### src/rtl/draw_sprite.sv
// -----------------------------------------------------------------------------
// draw_sprite
// Parametrised sprite overlay stage for the VGA pixel pipeline. It addresses an
// external synchronous ROM, keys out a transparent colour and composites the
// sprite over the colour arriving from the previous stage. Position, mirroring
// and enable are captured once per frame on the rising edge of vblnk_in. A
// collision flag reports whether the previous frame drew an opaque sprite pixel
// over a non-background pixel.
//
// Ports:
//   pclk                      pixel clock
//   rst                       asynchronous active-low reset
//   hcount_in / vcount_in     pixel / line counters from the previous stage
//   hsync_in, vsync_in,
//   hblnk_in, vblnk_in        timing from the previous stage
//   rgb_in                    colour from the previous stage {r,g,b}
//   xpos / ypos               requested sprite top-left corner
//   mirror                    1 = horizontally flipped sprite
//   enable                    1 = sprite visible
//   pixel_addr                registered ROM address
//   rgb_pixel                 ROM data, valid one cycle after pixel_addr
//   hcount_out .. vblnk_out   counters and timing delayed by 3 cycles
//   rgb_out                   composited colour (3-cycle latency)
//   collide                   previous frame had a sprite/background overlap
// -----------------------------------------------------------------------------
module draw_sprite #(
    parameter int          SPR_W  = 128,
    parameter int          SPR_H  = 128,
    parameter int          ADDR_W = 14,
    parameter logic [11:0] TRANSP = 12'h0F0,
    parameter logic [11:0] BG_KEY = 12'h000
) (
    input  logic              pclk,
    input  logic              rst,
    input  logic [11:0]       hcount_in,
    input  logic [11:0]       vcount_in,
    input  logic              hsync_in,
    input  logic              vsync_in,
    input  logic              hblnk_in,
    input  logic              vblnk_in,
    input  logic [11:0]       rgb_in,
    input  logic [11:0]       xpos,
    input  logic [11:0]       ypos,
    input  logic              mirror,
    input  logic              enable,
    output logic [ADDR_W-1:0] pixel_addr,
    input  logic [11:0]       rgb_pixel,
    output logic [11:0]       hcount_out,
    output logic [11:0]       vcount_out,
    output logic              hsync_out,
    output logic              vsync_out,
    output logic              hblnk_out,
    output logic              vblnk_out,
    output logic [11:0]       rgb_out,
    output logic              collide
);

    // Frame-latched sprite attributes
    logic [11:0] r_x_l;
    logic [11:0] r_y_l;
    logic        r_mir_l;
    logic        r_en_l;
    logic        r_vblnk_prev;
    logic        r_hit_acc;

    // Stage 1 pipeline registers
    logic [11:0] r_hcount_d1;
    logic [11:0] r_vcount_d1;
    logic        r_hsync_d1;
    logic        r_vsync_d1;
    logic        r_hblnk_d1;
    logic        r_vblnk_d1;
    logic [11:0] r_rgb_d1;
    logic        r_win_d1;

    // Stage 2 pipeline registers
    logic [11:0] r_hcount_d2;
    logic [11:0] r_vcount_d2;
    logic        r_hsync_d2;
    logic        r_vsync_d2;
    logic        r_hblnk_d2;
    logic        r_vblnk_d2;
    logic [11:0] r_rgb_d2;
    logic        r_win_d2;

    logic              w_vrise;
    logic [12:0]       w_x_end;
    logic [12:0]       w_y_end;
    logic              w_in_win;
    logic [11:0]       w_col;
    logic [11:0]       w_row;
    logic [11:0]       w_colm;
    logic [ADDR_W-1:0] w_lin;
    logic              w_blank_d2;
    logic              w_spr_d2;
    logic              w_hit;

    assign w_vrise = vblnk_in & ~r_vblnk_prev;

    // Window ends are 13 bits wide so a sprite running past 4095 clips instead
    // of wrapping back to the left/top of the counter range.
    assign w_x_end = {1'b0, r_x_l} + 13'(SPR_W);
    assign w_y_end = {1'b0, r_y_l} + 13'(SPR_H);

    assign w_in_win = r_en_l
                    & ({1'b0, hcount_in} >= {1'b0, r_x_l})
                    & ({1'b0, hcount_in} <  w_x_end)
                    & ({1'b0, vcount_in} >= {1'b0, r_y_l})
                    & ({1'b0, vcount_in} <  w_y_end)
                    & ~hblnk_in & ~vblnk_in;

    assign w_col  = hcount_in - r_x_l;
    assign w_row  = vcount_in - r_y_l;
    assign w_colm = r_mir_l ? (12'(SPR_W - 1) - w_col) : w_col;

    // Computed directly at ROM-address width: modular arithmetic gives the
    // same result as a wide product truncated to ADDR_W bits.
    assign w_lin = ADDR_W'(w_row) * ADDR_W'(SPR_W) + ADDR_W'(w_colm);

    assign w_blank_d2 = r_hblnk_d2 | r_vblnk_d2;
    assign w_spr_d2   = r_win_d2 & (rgb_pixel != TRANSP);
    assign w_hit      = ~w_blank_d2 & w_spr_d2 & (r_rgb_d2 != BG_KEY);

    // Capture sprite attributes once per frame on the vblnk rising edge
    always_ff @(posedge pclk or negedge rst) begin
        if (!rst) begin
            r_vblnk_prev <= 1'b0;
            r_x_l        <= 12'd0;
            r_y_l        <= 12'd0;
            r_mir_l      <= 1'b0;
            r_en_l       <= 1'b0;
        end else begin
            r_vblnk_prev <= vblnk_in;
            if (w_vrise) begin
                r_x_l   <= xpos;
                r_y_l   <= ypos;
                r_mir_l <= mirror;
                r_en_l  <= enable;
            end
        end
    end

    // Stage 1: ROM address generation and first timing delay
    always_ff @(posedge pclk or negedge rst) begin
        if (!rst) begin
            pixel_addr  <= {ADDR_W{1'b0}};
            r_hcount_d1 <= 12'd0;
            r_vcount_d1 <= 12'd0;
            r_hsync_d1  <= 1'b0;
            r_vsync_d1  <= 1'b0;
            r_hblnk_d1  <= 1'b0;
            r_vblnk_d1  <= 1'b0;
            r_rgb_d1    <= 12'd0;
            r_win_d1    <= 1'b0;
        end else begin
            if (w_in_win) begin
                pixel_addr <= w_lin;
            end
            r_hcount_d1 <= hcount_in;
            r_vcount_d1 <= vcount_in;
            r_hsync_d1  <= hsync_in;
            r_vsync_d1  <= vsync_in;
            r_hblnk_d1  <= hblnk_in;
            r_vblnk_d1  <= vblnk_in;
            r_rgb_d1    <= rgb_in;
            r_win_d1    <= w_in_win;
        end
    end

    // Stage 2: second delay while the ROM returns data for the d1 address
    always_ff @(posedge pclk or negedge rst) begin
        if (!rst) begin
            r_hcount_d2 <= 12'd0;
            r_vcount_d2 <= 12'd0;
            r_hsync_d2  <= 1'b0;
            r_vsync_d2  <= 1'b0;
            r_hblnk_d2  <= 1'b0;
            r_vblnk_d2  <= 1'b0;
            r_rgb_d2    <= 12'd0;
            r_win_d2    <= 1'b0;
        end else begin
            r_hcount_d2 <= r_hcount_d1;
            r_vcount_d2 <= r_vcount_d1;
            r_hsync_d2  <= r_hsync_d1;
            r_vsync_d2  <= r_vsync_d1;
            r_hblnk_d2  <= r_hblnk_d1;
            r_vblnk_d2  <= r_vblnk_d1;
            r_rgb_d2    <= r_rgb_d1;
            r_win_d2    <= r_win_d1;
        end
    end

    // Output stage: composite sprite over background, blank outside active video
    always_ff @(posedge pclk or negedge rst) begin
        if (!rst) begin
            hcount_out <= 12'd0;
            vcount_out <= 12'd0;
            hsync_out  <= 1'b0;
            vsync_out  <= 1'b0;
            hblnk_out  <= 1'b0;
            vblnk_out  <= 1'b0;
            rgb_out    <= 12'd0;
        end else begin
            hcount_out <= r_hcount_d2;
            vcount_out <= r_vcount_d2;
            hsync_out  <= r_hsync_d2;
            vsync_out  <= r_vsync_d2;
            hblnk_out  <= r_hblnk_d2;
            vblnk_out  <= r_vblnk_d2;
            if (w_blank_d2) begin
                rgb_out <= 12'd0;
            end else if (w_spr_d2) begin
                rgb_out <= rgb_pixel;
            end else begin
                rgb_out <= r_rgb_d2;
            end
        end
    end

    // Collision accumulator; published and cleared on each vblnk rise
    always_ff @(posedge pclk or negedge rst) begin
        if (!rst) begin
            r_hit_acc <= 1'b0;
            collide   <= 1'b0;
        end else begin
            if (w_vrise) begin
                collide   <= r_hit_acc | w_hit;
                r_hit_acc <= 1'b0;
            end else if (w_hit) begin
                r_hit_acc <= 1'b1;
            end else begin
                r_hit_acc <= r_hit_acc;
            end
        end
    end

endmodule

### config.mk
export PLATFORM = sky130hd
export DESIGN_NAME = draw_sprite
export DESIGN_NICKNAME = d
export VERILOG_FILES = /design/src/rtl/draw_sprite.sv
export SDC_FILE = /design/constraint.sdc
export NUM_CORES = 1
export LEC_CHECK = 0
export BUFFER_PORTS_ARGS = -buffer_cell sky130_fd_sc_hd__buf_2
export CAP_MARGIN = 25
export CORE_AREA = 2 2 127 117
export DETAILED_ROUTE_END_ITERATION = 6
export DIE_AREA = 0 0 129 119
export MAX_ROUTING_LAYER = met4
export PLACE_DENSITY = 0.74
export SLEW_MARGIN = 20
export SYNTH_ARGS = -nofsm -noshare
export SYNTH_HDL_FRONTEND = slang
export SYNTH_SLANG_ARGS = --single-unit
### constraint.sdc
create_clock -name pclk -period 3.7 [get_ports pclk]
set_clock_uncertainty 0.15 [all_clocks]
set_input_delay 0.37 -clock pclk [delete_from_list [all_inputs] [get_ports pclk]]
set_output_delay 0.37 -clock pclk [all_outputs]
set_load 0.05 [all_outputs]
Word level (Yosys, flattened, before mapping)
Cells that the tools add are included.
{"block": "word_totals", "mem_count": 0, "word_cells": 64, "inputBits": 80, "latch_bits": 0, "romBits": 0, "ff_bits": 164, "mem_bits_rw": 0, "out_inout_bits": 55}
{"block": "op_classes", "div_mod_pow": 0, "reduce_logical": 2, "n_bitwise": 16, "order_cmp": 4, "mux": 5, "n_addsub": 6, "n_shift": 0, "multipliers": 0, "eq_ne": 1}
{"cell": "$mux W12", "n": 3}
{"cell": "$add A12 B8 Y13 const B", "n": 2}
{"cell": "$lt A12 B13 Y1", "n": 2}
{"cell": "$ge A12 B12 Y1", "n": 2}
{"cell": "$add A14 B12 Y14", "n": 1}
{"cell": "$ne A12 B8 Y1 const B", "n": 1}
{"cell": "$reduce_bool A12 Y1", "n": 1}
{"cell": "$sub A12 B12 Y12", "n": 1}
{"cell": "$sub A7 B12 Y12 const A", "n": 1}
{"cell": "$and A1 B1 Y1", "n": 10}
{"cell": "$sub A7 B7 Y7", "n": 1}
{"cell": "$not A1 Y1", "n": 4}
{"cell": "$mux W1", "n": 2}
{"cell": "$or A1 B1 Y1", "n": 2}
{"cell": "$reduce_bool A2 Y1", "n": 1}

Longest topological paths before layout
Gate-level depths: netlist of run 1.
{"block": "logic_depth", "depth_word": 7, "ltp_mapped": 20, "ltp_nobuf": 20}

Least setup slack after synthesis of run 1
OpenSTA, ideal clock, no wires.
{"block": "synth_path", "kind": "input port to flip-flop", "startpoint": "input hcount_in[0]", "endpoint": "register pixel_addr[13]", "slack_ps": -208, "path_buffers": 0, "stages": 20, "setup_time_ps": 125, "t_required_ps": 3425, "arrival_time_ps": 3633, "path_cell_list": "inv_1 > ha_1 > inv_1 > fa_1 > a211oi_1 > nor3_2 > nor2_1 > xnor2_1 > inv_1 > ha_1 > nand2_1 > o21ai_0 > inv_1 > fa_1 > nor2b_1 > o21a_1 > o21ai_0 > a221oi_1 > xor2_1 > mux2_2"}
{"block": "synth_via", "elab_chain_len": 7, "word_cells_on_any_way": 12}
{"element": "from (decl)", "line_no": "35", "source": "input logic [11:0] hcount_in,"}
{"element": "branches (longest 7 deep; another with $add A14 B12 Y14)"}
{"element": "to (signal assigned)", "line_no": "146", "source": "pixel_addr <= {ADDR_W{1'b0}};"}
{"element": "to (signal assigned)", "line_no": "157", "source": "pixel_addr <= w_lin;"}
{"element": "to (decl)", "line_no": "46", "source": "output logic [ADDR_W-1:0] pixel_addr,"}
Parallel ways; which one is timed is not known.
A chain may end at the register's enable or synchronous reset.

Worst setup path in the final report of run 1
{"block": "layout_path", "startpoint": "register r_x_l[0]", "endpoint": "register pixel_addr[13]"}
{"block": "layout_via", "elab_chain_len": 7, "word_cells_on_any_way": 13}
{"element": "from (decl)", "line_no": "59", "source": "logic [11:0] r_x_l;"}
{"element": "from (signal assigned)", "line_no": "135", "source": "r_x_l <= xpos;"}
{"element": "branches (longest 7 deep; another with $add A14 B12 Y14)"}
Parallel ways; which one is timed is not known.

==> report_table.html, run 1 <==
<table>
<tr><th>Metric</th><th>Value</th></tr>
<tr><th colspan="2">Status</th></tr>
<tr><td>Outcome</td><td>finished with violations</td></tr>
<tr><td>Failing checks</td><td>negative setup slack</td></tr>
<tr><th colspan="2">Critical path</th></tr>
<tr><td>Startpoint of the most critical register-to-register path</td><td>r_x_l[0]</td></tr>
<tr><td>Biggest fanout along the worst timing path</td><td>2</td></tr>
<tr><td>Internal reg-to-reg setup slack</td><td>-0.09 ns</td></tr>
<tr><td>Number of cells on the worst reg-to-reg path</td><td>19</td></tr>
<tr><td>Type of the setup path with the least slack</td><td>reg2reg</td></tr>
<tr><td>Startpoint of the worst setup timing path</td><td>r_x_l[0]</td></tr>
<tr><td>Arrival time at the worst endpoint</td><td>3.96 ns</td></tr>
<tr><td>Capture instance of the worst register-to-register path</td><td>pixel_addr[13]</td></tr>
<tr><td>Worst path cell trace</td><td>ha_4 -&gt; inv_2 -&gt; fa_2 -&gt; a211oi_4 -&gt; nor3_2 -&gt; nor2_2 -&gt; xnor2_1 -&gt; inv_1 -&gt; ha_4 -&gt; nand2_2 -&gt; o21ai_2 -&gt; inv_2 -&gt; fa_2 -&gt; nor2b_1 -&gt; o21a_1 -&gt; o21ai_2 -&gt; a221oi_2 -&gt; xor2_1 -&gt; mux2_4</td></tr>
<tr><td>Library cell contributing the largest single delay on the critical path</td><td>dfrtp_1</td></tr>
<tr><td>Nature of the critical path startpoint</td><td>register</td></tr>
<tr><td>Crit-path max cell delay</td><td>0.39 ns</td></tr>
<tr><td>CP Capture Point</td><td>pixel_addr[13]</td></tr>
<tr><td>Required time of the worst setup path</td><td>3.87 ns</td></tr>
<tr><td>Kind of end point of the critical path</td><td>register</td></tr>
<tr><th colspan="2">Routing</th></tr>
<tr><td>Router iterations before antenna repair</td><td>4</td></tr>
<tr><td>Routed Wire Length</td><td>15100 um</td></tr>
<tr><td>Number of design-rule violations left by the first detailed-router iteration</td><td>310</td></tr>
<tr><td>Number of vias per cell</td><td>4.95</td></tr>
<tr><td>Number of nets with antenna violations after routing</td><td>0</td></tr>
<tr><td>Wire per inst</td><td>15.2 um</td></tr>
<tr><td>Overall via count from detail_route</td><td>4915</td></tr>
<tr><td>Total DRC errors in the routed layout</td><td>0</td></tr>
<tr><th colspan="2">Layout</th></tr>
<tr><td>Antenna diodes</td><td>0</td></tr>
<tr><td>Synthesis-to-finish area growth</td><td>36.5%</td></tr>
<tr><td>Ratio of cells with drive above 1 in the final layout</td><td>0.330</td></tr>
<tr><td>Finished Core Util</td><td>0.649</td></tr>
<tr><td>Filler Cells Inserted</td><td>about 1100</td></tr>
<tr><td>Combined flip-flop and latch cell area</td><td>slightly above 4000 um^2</td></tr>
<tr><td>Layout net count</td><td>between 900 and 1000</td></tr>
<tr><td>Area occupied by multi-input gates</td><td>2550 um^2</td></tr>
<tr><th colspan="2">Clocking</th></tr>
<tr><td>H-tree depth reported by CTS</td><td>4</td></tr>
<tr><td>Clk_lat worst skew</td><td>between 0.4 and 0.5 ns</td></tr>
<tr><td>Clock slew at the register clock pins of the worst setup and hold paths</td><td>roughly 0.070 ns</td></tr>
<tr><td>Clk sink count</td><td>164</td></tr>
<tr><td>Maximum number of buffers from clock root to sink</td><td>2</td></tr>
<tr><td>Number of buffers added by the clock tree synthesis step</td><td>17</td></tr>
<tr><td>CTS tree</td><td>yes</td></tr>
<tr><td>Cell at the root of the clock tree</td><td>clkbuf_16</td></tr>
<tr><th colspan="2">Synthesis</th></tr>
<tr><td>Post-synth EDFFs</td><td>0</td></tr>
<tr><td>Sequential share of the synthesized area</td><td>0.607</td></tr>
<tr><td>Count of state elements after synthesis</td><td>between 150 and 200</td></tr>
<tr><td>Post-synthesis net count</td><td>670</td></tr>
<tr><td>Post-synthesis cell area</td><td>6770 um^2</td></tr>
<tr><td>Number of synthesis warnings</td><td>0</td></tr>
<tr><td>Post-synthesis average cell area</td><td>12.4 um^2</td></tr>
<tr><td>Cell variety after synth</td><td>60</td></tr>
<tr><td>Share of flip-flops with an asynchronous set or reset after synthesis</td><td>1.00</td></tr>
<tr><td>Gate count of the mapped netlist</td><td>approximately 550</td></tr>
<tr><td>Predominant post-synthesis flop cell</td><td>dfrtp_1</td></tr>
<tr><th colspan="2">Timing</th></tr>
<tr><td>Worst Max-Slew Pin Slew</td><td>0.684 ns</td></tr>
<tr><td>Max-slew headroom</td><td>0.544</td></tr>
<tr><td>Shortest period the worst path allows</td><td>approximately 3.8 ns</td></tr>
<tr><td>Hold violation count in the final report</td><td>0</td></tr>
<tr><td>Period utilization</td><td>1.02</td></tr>
<tr><td>Worst hold-check slack</td><td>0.0106 ns</td></tr>
<tr><td>Count of final max-slew check failures</td><td>0</td></tr>
<tr><td>Final setup violation count</td><td>2</td></tr>
<tr><td>Final WS setup</td><td>-0.0867 ns</td></tr>
<tr><td>Unrepaired setup endpoints after global routing</td><td>yes</td></tr>
<tr><td>Highest Clock Rate</td><td>264 MHz</td></tr>
<tr><th colspan="2">Power</th></tr>
<tr><td>IR Drop Worst-Case VDD</td><td>0.000373 V</td></tr>
<tr><td>Sw Share</td><td>0.334</td></tr>
<tr><td>Logic pwr share</td><td>0.315</td></tr>
<tr><td>Reg power frac</td><td>0.367</td></tr>
<tr><td>Total power density per cell area</td><td>approximately 600 nW/um^2</td></tr>
<tr><td>Clock network fraction of total power</td><td>0.318</td></tr>
<tr><td>Internal power summed over all cells</td><td>roughly 3.7 mW</td></tr>
<tr><td>Reported net switching power</td><td>1.86 mW</td></tr>
<tr><td>Leakage</td><td>4.54 nW</td></tr>
<tr><th colspan="2">Place</th></tr>
<tr><td>Global placer's final weighted congestion</td><td>0.869</td></tr>
<tr><td>Port buffer count</td><td>134</td></tr>
<tr><td>Half-perimeter wire length after detailed placement</td><td>10300 um</td></tr>
<tr><th colspan="2">Global routing</th></tr>
<tr><td>Maximum number of pins on one net before global-route repair</td><td>73</td></tr>
<tr><td>Global-route wire length before repair</td><td>24800 um</td></tr>
<tr><td>Vias in the first global route</td><td>5094</td></tr>
<tr><td>Total track usage</td><td>0.216</td></tr>
<tr><td>Number of antenna violations at the first check in global routing</td><td>0</td></tr>
<tr><td>Total congestion overflow after global routing</td><td>0</td></tr>
<tr><th colspan="2">Floorplanning</th></tr>
<tr><td>Standard cell core area</td><td>~14000 um^2</td></tr>
<tr><td>Floorplan die area</td><td>15400 um^2</td></tr>
<tr><td>Placement Rows</td><td>between 40 and 50</td></tr>
<tr><td>Starting utilization of the core area</td><td>0.475</td></tr>
<tr><td>DIE HEIGHT</td><td>about 120 um</td></tr>
<tr><td>Width of the chip</td><td>129 um</td></tr>
<tr><td>I/O pins</td><td>135</td></tr>
<tr><th colspan="2">Job</th></tr>
<tr><td>Maximum Capacitance Violations</td><td>0</td></tr>
<tr><th colspan="2">Hold path</th></tr>
<tr><td>Worst min-delay path category</td><td>in2reg</td></tr>
</table>
[sequential cells by signal (all words and copies together) (netlist names), 12 cells and up]
signal and flops:
hcount_out 12, pixel_addr 14, r_hcount_d1 12, r_hcount_d2 12, r_rgb_d1 12, r_rgb_d2 12, r_vcount_d1 12, r_vcount_d2 12
r_x_l 12, r_y_l 12, rgb_out 12, vcount_out 12
[how the worst min path moves through the flow]
stage                         startpoint       endpoint  slack (ns)  cells past startpoint
after floorplan                      rst        collide       -0.08                      0
after global placement    r_vcount_d2[5]  vcount_out[5]        0.18                      0
after detailed placement      r_hsync_d2      hsync_out        0.18                      0
after CTS                        ypos[6]       r_y_l[6]      0.0008                      3
after global routing              enable         r_en_l        0.02                      2
final                            ypos[3]       r_y_l[3]        0.01                      3
[power groups by stage]
stage	Sequential [mW]	Combinational, mW	Clock (mW)
2_1_floorplan	2.34	0.770	0
3_3_place_gp	2.07	1.52	0
3_5_place_dp	2.07	1.57	0
4_1_cts	2.04	1.68	1.81
5_1_grt	2.06	1.91	1.88
6_report	2.04	1.75	1.77
[kinds of logic (layout without fill, tap and decap cells)]
logic type | Yosys count | after routing | synth area share
compound gates | 110 | 110 | 0.104
mux | 24 | 24 | 0.0431
xor+xnor | 29 | 29 | 0.0375
simple gates | 118 | 118 | 0.0893
fa+ha+maj | 45 | 45 | 0.0866
buf+inv | 55 | 304 | 0.0324
flops | 164 | 164 | 0.607
[critical path: cells and delay by family, from the launching register on]
family	cells	cell delay, ns
DFF	1	0.39
xor gates and xnor gates	2	0.25
AOI/OAI and AO/OA	5	0.86
muxes	1	0.27
and+or+nand+nor	4	0.42
adders and majority gates	4	1.13
buffers and inverters	3	0.20
[cells in the final DEF, fill, tap and decap left out, drive strengths merged, types with 2 or more instances in the layout]
cell type	instances
dfrtp	164
clkbuf	18
a31oi	2
dlygate4sd3	56
o211ai	5
nand2	48
and4	2
a211oi	3
buf	175
a21boi	2
o21a	4
o31ai	3
nor3	8
a21o	15
clkinv	6
mux2i	7
or2	2
xor2	6
nor4	4
nand4	6
nor2b	6
and3	3
xnor2	23
nand3	9
o31a	2
ha	42
nor4b	3
and2	2
inv	48
o21bai	4
nor2	19
fa	3
a21oi	26
a221oi	3
mux2	17
o21ai	35
[synthesized netlist by cell type, drive strengths merged (3+ instances only)]
cell    count  area, um^2
nor2b       6        45.0
buf         6        35.0
mux2       17         221
o21bai      4        30.0
clkbuf      8        30.0
and3        3        18.8
nand2      48         180
o21a        4        30.0
xor2        6        52.6
a21o       15         113
o21ai      35         175
o31ai       3        27.5
inv        41         154
ha         42         526
fa          3        60.1
nand4       6        52.6
o211ai      5        42.5
dfrtp     164        4100
a211oi      3        27.5
a221oi      3        26.3
mux2i       7        70.1
nor4        4        25.0
a21oi      26         134
nor3        8        50.1
nor2       19        71.3
xnor2      23         201
nor4b       3        26.3
nand3       9        45.0
[layout make-up]
| type | count | share of cell area |
|---|---|---|
| sequential | 164 | 0.444 |
| multi-input combinational | 326 | 0.277 |
| timing repair buffer | 231 | 0.169 |
| clock buffer | 18 | 0.0475 |
| tap | 198 | 0.0268 |
| clock inverter | 14 | 0.0180 |
| inverter | 41 | 0.0180 |
[layer usage]
metal / global-route usage / part of all wire / vias to the layer above
met5: - / 0 / -
met1: 0.279 / 0.44 / 2396
li1: - / - / 2353
met4: 0.0836 / 0.025 / 0
met3: 0.0539 / 0.045 / 35
met2: 0.333 / 0.49 / 131
[metrics by stage]
step	cell area (um^2)	setup TNS, ns	setup slack (ns)	total power, mW	std cells
after floorplan	6800	-0.0149	-0.0149	3.11	545
after global routing	9240	-0.557	-0.280	5.85	992
after CTS	9180	-0.110	-0.110	5.53	989
after detailed placement	7950	-1.33	-0.526	3.64	898
final	9240	-0.0978	-0.0867	5.56	992
after global placement	7950	-0.770	-0.352	3.58	898
[repair_timing]
item                                    CTS  global route
hold endpoints to repair                125             0
hold buffers                             56             0
resized for setup                         8             9
buffers inserted                          3             3
endpoints found under the setup margin    4             4
pin swaps                                13             9
No activity file was read; power rests on OpenSTA's default activity.
==> run 2, diff against run 1 <==
--- a/config.mk
+++ b/config.mk
@@ -7,11 +7,10 @@
 export LEC_CHECK = 0
 export BUFFER_PORTS_ARGS = -buffer_cell sky130_fd_sc_hd__buf_2
 export CAP_MARGIN = 25
-export CORE_AREA = 2 2 127 117
+export CORE_AREA = 2 2 150 137
 export DETAILED_ROUTE_END_ITERATION = 6
-export DIE_AREA = 0 0 129 119
+export DIE_AREA = 0 0 152 139
 export MAX_ROUTING_LAYER = met4
-export PLACE_DENSITY = 0.74
 export SLEW_MARGIN = 20
 export SYNTH_ARGS = -nofsm -noshare
 export SYNTH_HDL_FRONTEND = slang
==> report_table.html, run 2 (synthesis results as in run 1) <==
<table>
<tr><th>Metric</th><th>Value</th></tr>
<tr><th colspan="2">Clocking</th></tr>
<tr><td>CTS tree</td><td>yes</td></tr>
<tr><td>H-tree depth reported by CTS</td><td>4 (unchanged)</td></tr>
<tr><td>Maximum number of buffers from clock root to sink</td><td>2 (unchanged)</td></tr>
<tr><td>Clock slew at the register clock pins of the worst setup and hold paths</td><td>0.07 ns (about the same)</td></tr>
<tr><td>Cell at the root of the clock tree</td><td>clkbuf_16</td></tr>
<tr><td>Number of buffers added by the clock tree synthesis step</td><td>17 (unchanged)</td></tr>
<tr><td>Clk_lat worst skew</td><td>0.43 ns (about the same)</td></tr>
<tr><td>Clk sink count</td><td>164 (unchanged)</td></tr>
<tr><th colspan="2">Power</th></tr>
<tr><td>Reported net switching power</td><td>1.83 mW (-1.8%)</td></tr>
<tr><td>Total power of the final layout</td><td>5.52 mW (-0.86%)</td></tr>
<tr><td>Total power density per cell area</td><td>593 nW/um^2 (-1.6%)</td></tr>
<tr><td>IR Drop Worst-Case VDD</td><td>0.000277 V (-26%)</td></tr>
<tr><td>Clock network fraction of total power</td><td>0.319 (about the same)</td></tr>
<tr><td>Sw Share</td><td>0.331 (-0.00323)</td></tr>
<tr><td>Leakage</td><td>4.54 nW (about the same)</td></tr>
<tr><td>Reg power frac</td><td>0.368 (about the same)</td></tr>
<tr><td>Internal power summed over all cells</td><td>3.69 mW (-0.38%)</td></tr>
<tr><td>Logic pwr share</td><td>0.313 (-0.002)</td></tr>
<tr><th colspan="2">Place</th></tr>
<tr><td>Number of placed instances, taps included</td><td>958 (+6.7%)</td></tr>
<tr><td>Half-perimeter wire length after detailed placement</td><td>10500 um (+1.9%)</td></tr>
<tr><td>Global placer's final weighted congestion</td><td>0.825 (-5.0%)</td></tr>
<tr><td>Port buffer count</td><td>134 (unchanged)</td></tr>
<tr><td>Area after DPL</td><td>8040 um^2 (+1.2%)</td></tr>
<tr><th colspan="2">Routing</th></tr>
<tr><td>Number of vias per cell</td><td>4.56 (-8.0%)</td></tr>
<tr><td>Overall via count from detail_route</td><td>4801 (-2.3%)</td></tr>
<tr><td>Number of nets with antenna violations after routing</td><td>0 (unchanged)</td></tr>
<tr><td>Total DRC errors in the routed layout</td><td>0 (unchanged)</td></tr>
<tr><td>Routed Wire Length</td><td>15000 um (-0.58%)</td></tr>
<tr><td>Wire per inst</td><td>14.2 um (-6.3%)</td></tr>
<tr><td>Router iterations before antenna repair</td><td>4 (unchanged)</td></tr>
<tr><td>Number of design-rule violations left by the first detailed-router iteration</td><td>231 (-25%)</td></tr>
<tr><th colspan="2">Critical path</th></tr>
<tr><td>Kind of end point of the critical path</td><td>register</td></tr>
<tr><td>Biggest fanout along the worst timing path</td><td>2 (unchanged)</td></tr>
<tr><td>Library cell contributing the largest single delay on the critical path</td><td>dfrtp_1</td></tr>
<tr><td>Number of buffer and inverter instances along the worst setup path</td><td>3 (unchanged)</td></tr>
<tr><td>Nature of the critical path startpoint</td><td>register</td></tr>
<tr><td>Worst path cell trace</td><td>ha_4 -&gt; inv_2 -&gt; fa_2 -&gt; a211oi_4 -&gt; nor3_2 -&gt; nor2_2 -&gt; xnor2_2 -&gt; inv_1 -&gt; ha_1 -&gt; nand2_1 -&gt; o21ai_2 -&gt; inv_1 -&gt; fa_2 -&gt; nor2b_1 -&gt; o21a_1 -&gt; o21ai_1 -&gt; a221oi_2 -&gt; xor2_1 -&gt; mux2_4</td></tr>
<tr><td>Crit-path max cell delay</td><td>0.38 ns (about the same)</td></tr>
<tr><td>Arrival time at the worst endpoint</td><td>3.87 ns (-0.09 ns)</td></tr>
<tr><td>Required time of the worst setup path</td><td>3.86 ns (about the same)</td></tr>
<tr><td>Internal reg-to-reg setup slack</td><td>-0.02 ns (+0.07 ns)</td></tr>
<tr><td>Family with the most delay on the worst path</td><td>adder cells</td></tr>
<tr><td>Type of the setup path with the least slack</td><td>reg2reg</td></tr>
<tr><th colspan="2">Layout</th></tr>
<tr><td>Design Area, Final</td><td>9300 um^2 (+0.73%)</td></tr>
<tr><td>Antenna diodes</td><td>0 (unchanged)</td></tr>
<tr><td>Filler-free cell count of the finished design</td><td>1053 (+6.1%)</td></tr>
<tr><td>Most common cell after layout, fill and taps aside</td><td>dfrtp_1</td></tr>
<tr><td>Max FFs per register</td><td>14 (unchanged)</td></tr>
<tr><td>Synthesis-to-finish area growth</td><td>37.5%</td></tr>
<tr><td>Layout net count</td><td>910 (+0.44%)</td></tr>
<tr><td>Ratio of cells with drive above 1 in the final layout</td><td>0.326 (-0.00416)</td></tr>
<tr><td>Register ranked first by flip-flop count</td><td>pixel_addr</td></tr>
<tr><td>Commonest non-fill, non-tap cells in the layout</td><td>164 x dfrtp_1, 133 x buf_2, 56 x dlygate4sd3_1</td></tr>
<tr><th colspan="2">Floorplanning</th></tr>
<tr><td>I/O pins</td><td>135 (unchanged)</td></tr>
<tr><td>DIE HEIGHT</td><td>139 um (+17%)</td></tr>
<tr><td>Starting utilization of the core area</td><td>0.344 (-0.131)</td></tr>
<tr><td>Placement Rows</td><td>49 (+17%)</td></tr>
<tr><td>Standard cell core area</td><td>19700 um^2 (+38%)</td></tr>
<tr><td>Floorplan die area</td><td>21100 um^2 (+38%)</td></tr>
<tr><td>Width of the chip</td><td>152 um (+18%)</td></tr>
<tr><th colspan="2">Timing</th></tr>
<tr><td>Hold violation count in the final report</td><td>0 (unchanged)</td></tr>
<tr><td>Max-slew headroom</td><td>0.405 (-0.139)</td></tr>
<tr><td>Final setup violation count</td><td>1 (-1)</td></tr>
<tr><td>Worst Max-Slew Pin Slew</td><td>0.892 ns (+0.208 ns)</td></tr>
<tr><td>Unrepaired setup endpoints after global routing</td><td>yes</td></tr>
<tr><td>Worst hold-check slack</td><td>0.0163 ns (+0.00576 ns)</td></tr>
<tr><td>Period utilization</td><td>1.01 (-0.0183)</td></tr>
<tr><td>Final-layout setup total negative slack</td><td>-0.0190 ns (+0.0788 ns)</td></tr>
<tr><td>Count of final max-slew check failures</td><td>0 (unchanged)</td></tr>
<tr><td>Shortest period the worst path allows</td><td>3.72 ns (-0.0677 ns)</td></tr>
<tr><td>Final WS setup</td><td>-0.0190 ns (+0.0677 ns)</td></tr>
<tr><td>Highest Clock Rate</td><td>269 MHz (+1.8%)</td></tr>
<tr><th colspan="2">Global routing</th></tr>
<tr><td>Global-route wire length before repair</td><td>24900 um (+0.56%)</td></tr>
<tr><td>Vias in the first global route</td><td>4934 (-3.1%)</td></tr>
<tr><td>Total track usage</td><td>0.154 (-0.0628)</td></tr>
<tr><td>Maximum number of pins on one net before global-route repair</td><td>113 (+55%)</td></tr>
<tr><td>Total congestion overflow after global routing</td><td>0 (unchanged)</td></tr>
<tr><td>Number of antenna violations at the first check in global routing</td><td>0 (unchanged)</td></tr>
<tr><th colspan="2">Status</th></tr>
<tr><td>Failing checks</td><td>negative setup slack</td></tr>
<tr><td>Outcome</td><td>finished with violations</td></tr>
<tr><th colspan="2">Job</th></tr>
<tr><td>Maximum Capacitance Violations</td><td>0 (unchanged)</td></tr>
<tr><th colspan="2">Hold path</th></tr>
<tr><td>Worst min-delay path category</td><td>in2reg</td></tr>
</table>
-- run 2: changes by cell type in the layout (fill, tap and decap cells not counted), moves of 2 or more --
| cell | change |
|---|---|
| buf_4 | +4 |
| clkinvlp_4 | +4 |
| inv_6 | -2 |
| nand2_1 | +2 |
| inv_8 | +3 |
| nand2_2 | -2 |
| clkinv_4 | -4 |
-- run 2: layout make-up --
type                    count  area [um^2]
multi-input cells         326         2530
well taps                 255          319
repair buffers            235         1590
clock inverters            14          161
inverters                  41          166
fillers                  1790        10400
clock buffers              18          429
flip-flops and latches    164         4100
-- run 2: routing by layer --
layer	track usage	vias up	routed length (um)	share of wire
li1	-	2359	-	-
met1	0.204	2313	7290	0.49
met2	0.229	118	6870	0.46
met3	0.0388	11	606	0.040
met4	0.0541	0	204	0.014
met5	-	-	0	0
-- run 2: metrics by stage --
step	setup WS, ns	utilization
floorplan	-0.0149	-
global placement	-0.341	0.409
detailed placement	-0.423	0.409
CTS	-0.00822	0.469
global route	-0.234	0.473
finish	-0.0190	0.473
-- run 2: tightest hold or removal path: stages --
cell and delay (ns):
buf_2 0.08, nand2_1 0.04, o21ai_0 0.06
-- run 2: power by group through the flow --
stage                     clock [mW]  sequential (mW)  combinational (mW)
after floorplan                    0             2.34               0.770
after global placement             0             2.06                1.56
after detailed placement           0             2.06                1.57
after CTS                       1.81             2.03                1.67
after global routing            1.89             2.05                1.90
final                           1.76             2.03                1.73
-- run 2: worst paths after layout --
path                                     start              to  cells past startpoint
worst min-delay path                   ypos[3]        r_y_l[3]                      3
worst max register to register        r_x_l[0]  pixel_addr[13]                     19
max in group asynchronous                  rst   pixel_addr[7]                      3
worst min register to register  r_vcount_d2[1]   vcount_out[1]                      0
worst max-delay path                  r_x_l[0]  pixel_addr[13]                     19
min in group asynchronous                  rst       vsync_out                      2
-- run 2: what timing repair did --
item | 4_1_cts | 5_1_grt
resized for setup | 4 | 7
hold buffers | 56 | 0
pin swaps | 9 | 5
endpoints found under the setup margin | 3 | 4
buffers inserted | 3 | 4
endpoints found under the hold margin | 135 | 0
==> run 3, diff against run 2 <==
--- a/config.mk
+++ b/config.mk
@@ -11,6 +11,7 @@
 export DETAILED_ROUTE_END_ITERATION = 6
 export DIE_AREA = 0 0 152 139
 export MAX_ROUTING_LAYER = met4
+export PLACE_DENSITY = 0.55
 export SLEW_MARGIN = 20
 export SYNTH_ARGS = -nofsm -noshare
 export SYNTH_HDL_FRONTEND = slang
==> report_table.html, run 3 (synthesis results as in run 1) <==
<table>
<tr><th>Metric</th><th>Value</th></tr>
<tr><th colspan="2">Layout</th></tr>
<tr><td>Filler-free cell count of the finished design</td><td>1052 (-0.095%)</td></tr>
<tr><td>Area occupied by multi-input gates</td><td>2520 um^2 (-0.44%)</td></tr>
<tr><td>Synthesis-to-finish area growth</td><td>36.9%</td></tr>
<tr><td>Combined flip-flop and latch cell area</td><td>4100 um^2 (unchanged)</td></tr>
<tr><td>Most common cell after layout, fill and taps aside</td><td>dfrtp_1</td></tr>
<tr><td>Register ranked first by flip-flop count</td><td>pixel_addr</td></tr>
<tr><td>Design Area, Final</td><td>9260 um^2 (-0.46%)</td></tr>
<tr><td>Layout net count</td><td>909 (-0.11%)</td></tr>
<tr><td>Commonest non-fill, non-tap cells in the layout</td><td>164 x dfrtp_1, 133 x buf_2, 51 x dlygate4sd3_1</td></tr>
<tr><td>Max FFs per register</td><td>14 (unchanged)</td></tr>
<tr><td>Antenna diodes</td><td>0 (unchanged)</td></tr>
<tr><td>Filler Cells Inserted</td><td>1760 (-1.7%)</td></tr>
<tr><td>Ratio of cells with drive above 1 in the final layout</td><td>0.331 (+0.00543)</td></tr>
<tr><th colspan="2">Global routing</th></tr>
<tr><td>Number of antenna violations at the first check in global routing</td><td>0 (unchanged)</td></tr>
<tr><td>Total track usage</td><td>0.162 (+0.00837)</td></tr>
<tr><td>Total congestion overflow after global routing</td><td>0 (unchanged)</td></tr>
<tr><td>Global-route wire length before repair</td><td>26300 um (+5.6%)</td></tr>
<tr><td>Maximum number of pins on one net before global-route repair</td><td>91 (-19%)</td></tr>
<tr><td>Vias in the first global route</td><td>5174 (+4.9%)</td></tr>
<tr><th colspan="2">Floorplanning</th></tr>
<tr><td>Floorplan die area</td><td>21100 um^2 (unchanged)</td></tr>
<tr><td>Placement Rows</td><td>49 (unchanged)</td></tr>
<tr><td>DIE HEIGHT</td><td>139 um (unchanged)</td></tr>
<tr><td>I/O pins</td><td>135 (unchanged)</td></tr>
<tr><td>Standard cell core area</td><td>19700 um^2 (unchanged)</td></tr>
<tr><td>Starting utilization of the core area</td><td>0.344 (unchanged)</td></tr>
<tr><td>Width of the chip</td><td>152 um (unchanged)</td></tr>
<tr><th colspan="2">Clocking</th></tr>
<tr><td>Clk_lat worst skew</td><td>0.42 ns (about the same)</td></tr>
<tr><td>Clk sink count</td><td>164 (unchanged)</td></tr>
<tr><td>Number of buffers added by the clock tree synthesis step</td><td>17 (unchanged)</td></tr>
<tr><td>CTS tree</td><td>yes</td></tr>
<tr><td>H-tree depth reported by CTS</td><td>4 (unchanged)</td></tr>
<tr><td>Maximum number of buffers from clock root to sink</td><td>2 (unchanged)</td></tr>
<tr><td>Cell at the root of the clock tree</td><td>clkbuf_16</td></tr>
<tr><td>Clock slew at the register clock pins of the worst setup and hold paths</td><td>0.07 ns (about the same)</td></tr>
<tr><th colspan="2">Hold path</th></tr>
<tr><td>Cell depth of the worst hold path</td><td>3 (unchanged)</td></tr>
<tr><td>Worst min-delay path startpoint</td><td>xpos[6]</td></tr>
<tr><td>Worst min-delay path category</td><td>in2reg</td></tr>
<tr><th colspan="2">Routing</th></tr>
<tr><td>Number of design-rule violations left by the first detailed-router iteration</td><td>152 (-34%)</td></tr>
<tr><td>Total DRC errors in the routed layout</td><td>0 (unchanged)</td></tr>
<tr><td>Wire per inst</td><td>14.9 um (+4.7%)</td></tr>
<tr><td>Router iterations before antenna repair</td><td>4 (unchanged)</td></tr>
<tr><td>Overall via count from detail_route</td><td>4812 (+0.23%)</td></tr>
<tr><td>Routed Wire Length</td><td>15700 um (+4.6%)</td></tr>
<tr><td>Number of nets with antenna violations after routing</td><td>0 (unchanged)</td></tr>
<tr><td>Number of vias per cell</td><td>4.57 (+0.32%)</td></tr>
<tr><th colspan="2">Critical path</th></tr>
<tr><td>Nature of the critical path startpoint</td><td>register</td></tr>
<tr><td>Arrival time at the worst endpoint</td><td>3.92 ns (+0.05 ns)</td></tr>
<tr><td>Biggest fanout along the worst timing path</td><td>2 (unchanged)</td></tr>
<tr><td>CP Capture Point</td><td>pixel_addr[13]</td></tr>
<tr><td>Required time of the worst setup path</td><td>3.86 ns (about the same)</td></tr>
<tr><td>Number of cells on the worst reg-to-reg path</td><td>19 (unchanged)</td></tr>
<tr><td>Startpoint of the most critical register-to-register path</td><td>r_x_l[0]</td></tr>
<tr><td>Capture instance of the worst register-to-register path</td><td>pixel_addr[13]</td></tr>
<tr><td>Internal reg-to-reg setup slack</td><td>-0.05 ns (-0.03 ns)</td></tr>
<tr><td>Type of the setup path with the least slack</td><td>reg2reg</td></tr>
<tr><td>Startpoint of the worst setup timing path</td><td>r_x_l[0]</td></tr>
<tr><td>Kind of end point of the critical path</td><td>register</td></tr>
<tr><th colspan="2">Place</th></tr>
<tr><td>Global placer's final weighted congestion</td><td>0.853 (+3.4%)</td></tr>
<tr><td>Half-perimeter wire length after detailed placement</td><td>11400 um (+8.3%)</td></tr>
<tr><td>Area after DPL</td><td>8080 um^2 (+0.47%)</td></tr>
<tr><td>Port buffer count</td><td>134 (unchanged)</td></tr>
<tr><td>Number of placed instances, taps included</td><td>963 (+0.52%)</td></tr>
<tr><th colspan="2">Status</th></tr>
<tr><td>Outcome</td><td>finished with violations</td></tr>
<tr><td>Failing checks</td><td>negative setup slack</td></tr>
<tr><th colspan="2">Power</th></tr>
<tr><td>IR Drop Worst-Case VDD</td><td>0.000347 V (+25%)</td></tr>
<tr><td>Total power density per cell area</td><td>594 nW/um^2 (+0.17%)</td></tr>
<tr><td>Leakage</td><td>4.54 nW (about the same)</td></tr>
<tr><th colspan="2">Timing</th></tr>
<tr><td>Final WS setup</td><td>-0.0527 ns (-0.0337 ns)</td></tr>
<tr><td>Period utilization</td><td>1.01 (+0.00911)</td></tr>
<tr><td>Count of final max-slew check failures</td><td>0 (unchanged)</td></tr>
<tr><td>Max-slew headroom</td><td>0.453 (+0.0479)</td></tr>
<tr><td>Shortest period the worst path allows</td><td>3.75 ns (+0.0337 ns)</td></tr>
<tr><td>Highest Clock Rate</td><td>266 MHz (-0.90%)</td></tr>
<tr><td>Final setup violation count</td><td>1 (unchanged)</td></tr>
<tr><td>Final-layout setup total negative slack</td><td>-0.0527 ns (-0.0337 ns)</td></tr>
<tr><td>Worst Max-Slew Pin Slew</td><td>0.820 ns (-0.0718 ns)</td></tr>
<tr><td>Unrepaired setup endpoints after global routing</td><td>yes</td></tr>
<tr><td>Hold violation count in the final report</td><td>0 (unchanged)</td></tr>
<tr><th colspan="2">Job</th></tr>
<tr><td>Maximum Capacitance Violations</td><td>0 (unchanged)</td></tr>
</table>
run 3: how the worst min path moves through the flow:
stage	endpoint	slack, ns
global route	r_y_l[2]	0.005
detailed placement	r_hcount_d2[11]	0.18
finish	r_x_l[6]	0.01
floorplan	collide	-0.08
CTS	r_y_l[4]	0.003
global placement	r_vcount_d2[9]	0.18
run 3: where the power goes:
group / leakage (nW) / switching, mW / internal (mW) / total, mW
registers: 1.97 / 0.0874 / 1.95 / 2.04
clock network: 0.289 / 0.769 / 0.971 / 1.74
logic: 2.27 / 0.963 / 0.754 / 1.72
run 3: cell type report:
| type | instances | share of cell area |
|---|---|---|
| Multi-Input combinational cell | 326 | 0.272 |
| Clock buffer | 19 | 0.0478 |
| Clock inverter | 13 | 0.0150 |
| Inverter | 41 | 0.0180 |
| Tap cell | 255 | 0.0345 |
| Timing Repair Buffer | 234 | 0.169 |
| Sequential cell | 164 | 0.443 |
run 3: stage by stage:
step | setup slack [ns] | utilization | total power [mW] | hold WS (ns)
after floorplan | -0.0149 | - | 3.11 | -0.0756
after global placement | -0.402 | 0.410 | 3.64 | 0.181
after detailed placement | -0.454 | 0.410 | 3.67 | 0.185
after CTS | -0.107 | 0.468 | 5.54 | 0.00292
after global routing | -0.256 | 0.471 | 5.83 | 0.00471
final | -0.0527 | 0.471 | 5.50 | 0.0148
run 3: worst max-delay path, cell delays in order (launching register included):
cell and delay (ns):
dfrtp_1 0.39, ha_4 0.16, inv_2 0.04, fa_2 0.34, a211oi_2 0.23, nor3_2 0.08, nor2_2 0.17, xnor2_2 0.14
inv_1 0.08, ha_1 0.28, nand2_1 0.06, o21ai_2 0.12, inv_2 0.06, fa_2 0.36, nor2b_1 0.13, o21a_1 0.17
o21ai_2 0.07, a221oi_2 0.23, xor2_1 0.11, mux2_4 0.28
run 3: what timing repair did:
item,in CTS,in global routing
endpoints found under the hold margin,135,1
setup endpoints to repair,4,4
pin swaps,16,4
hold buffers,50,1
resized for setup,5,5
setup buffers,3,3
run 3: routing by layer:
layer  up-vias  share of wire  track usage
li1       2355              -            -
met1      2326           0.48        0.211
met2       120           0.47        0.249
met3        11          0.039       0.0413
met4         0         0.0084       0.0521
met5         -              0            -
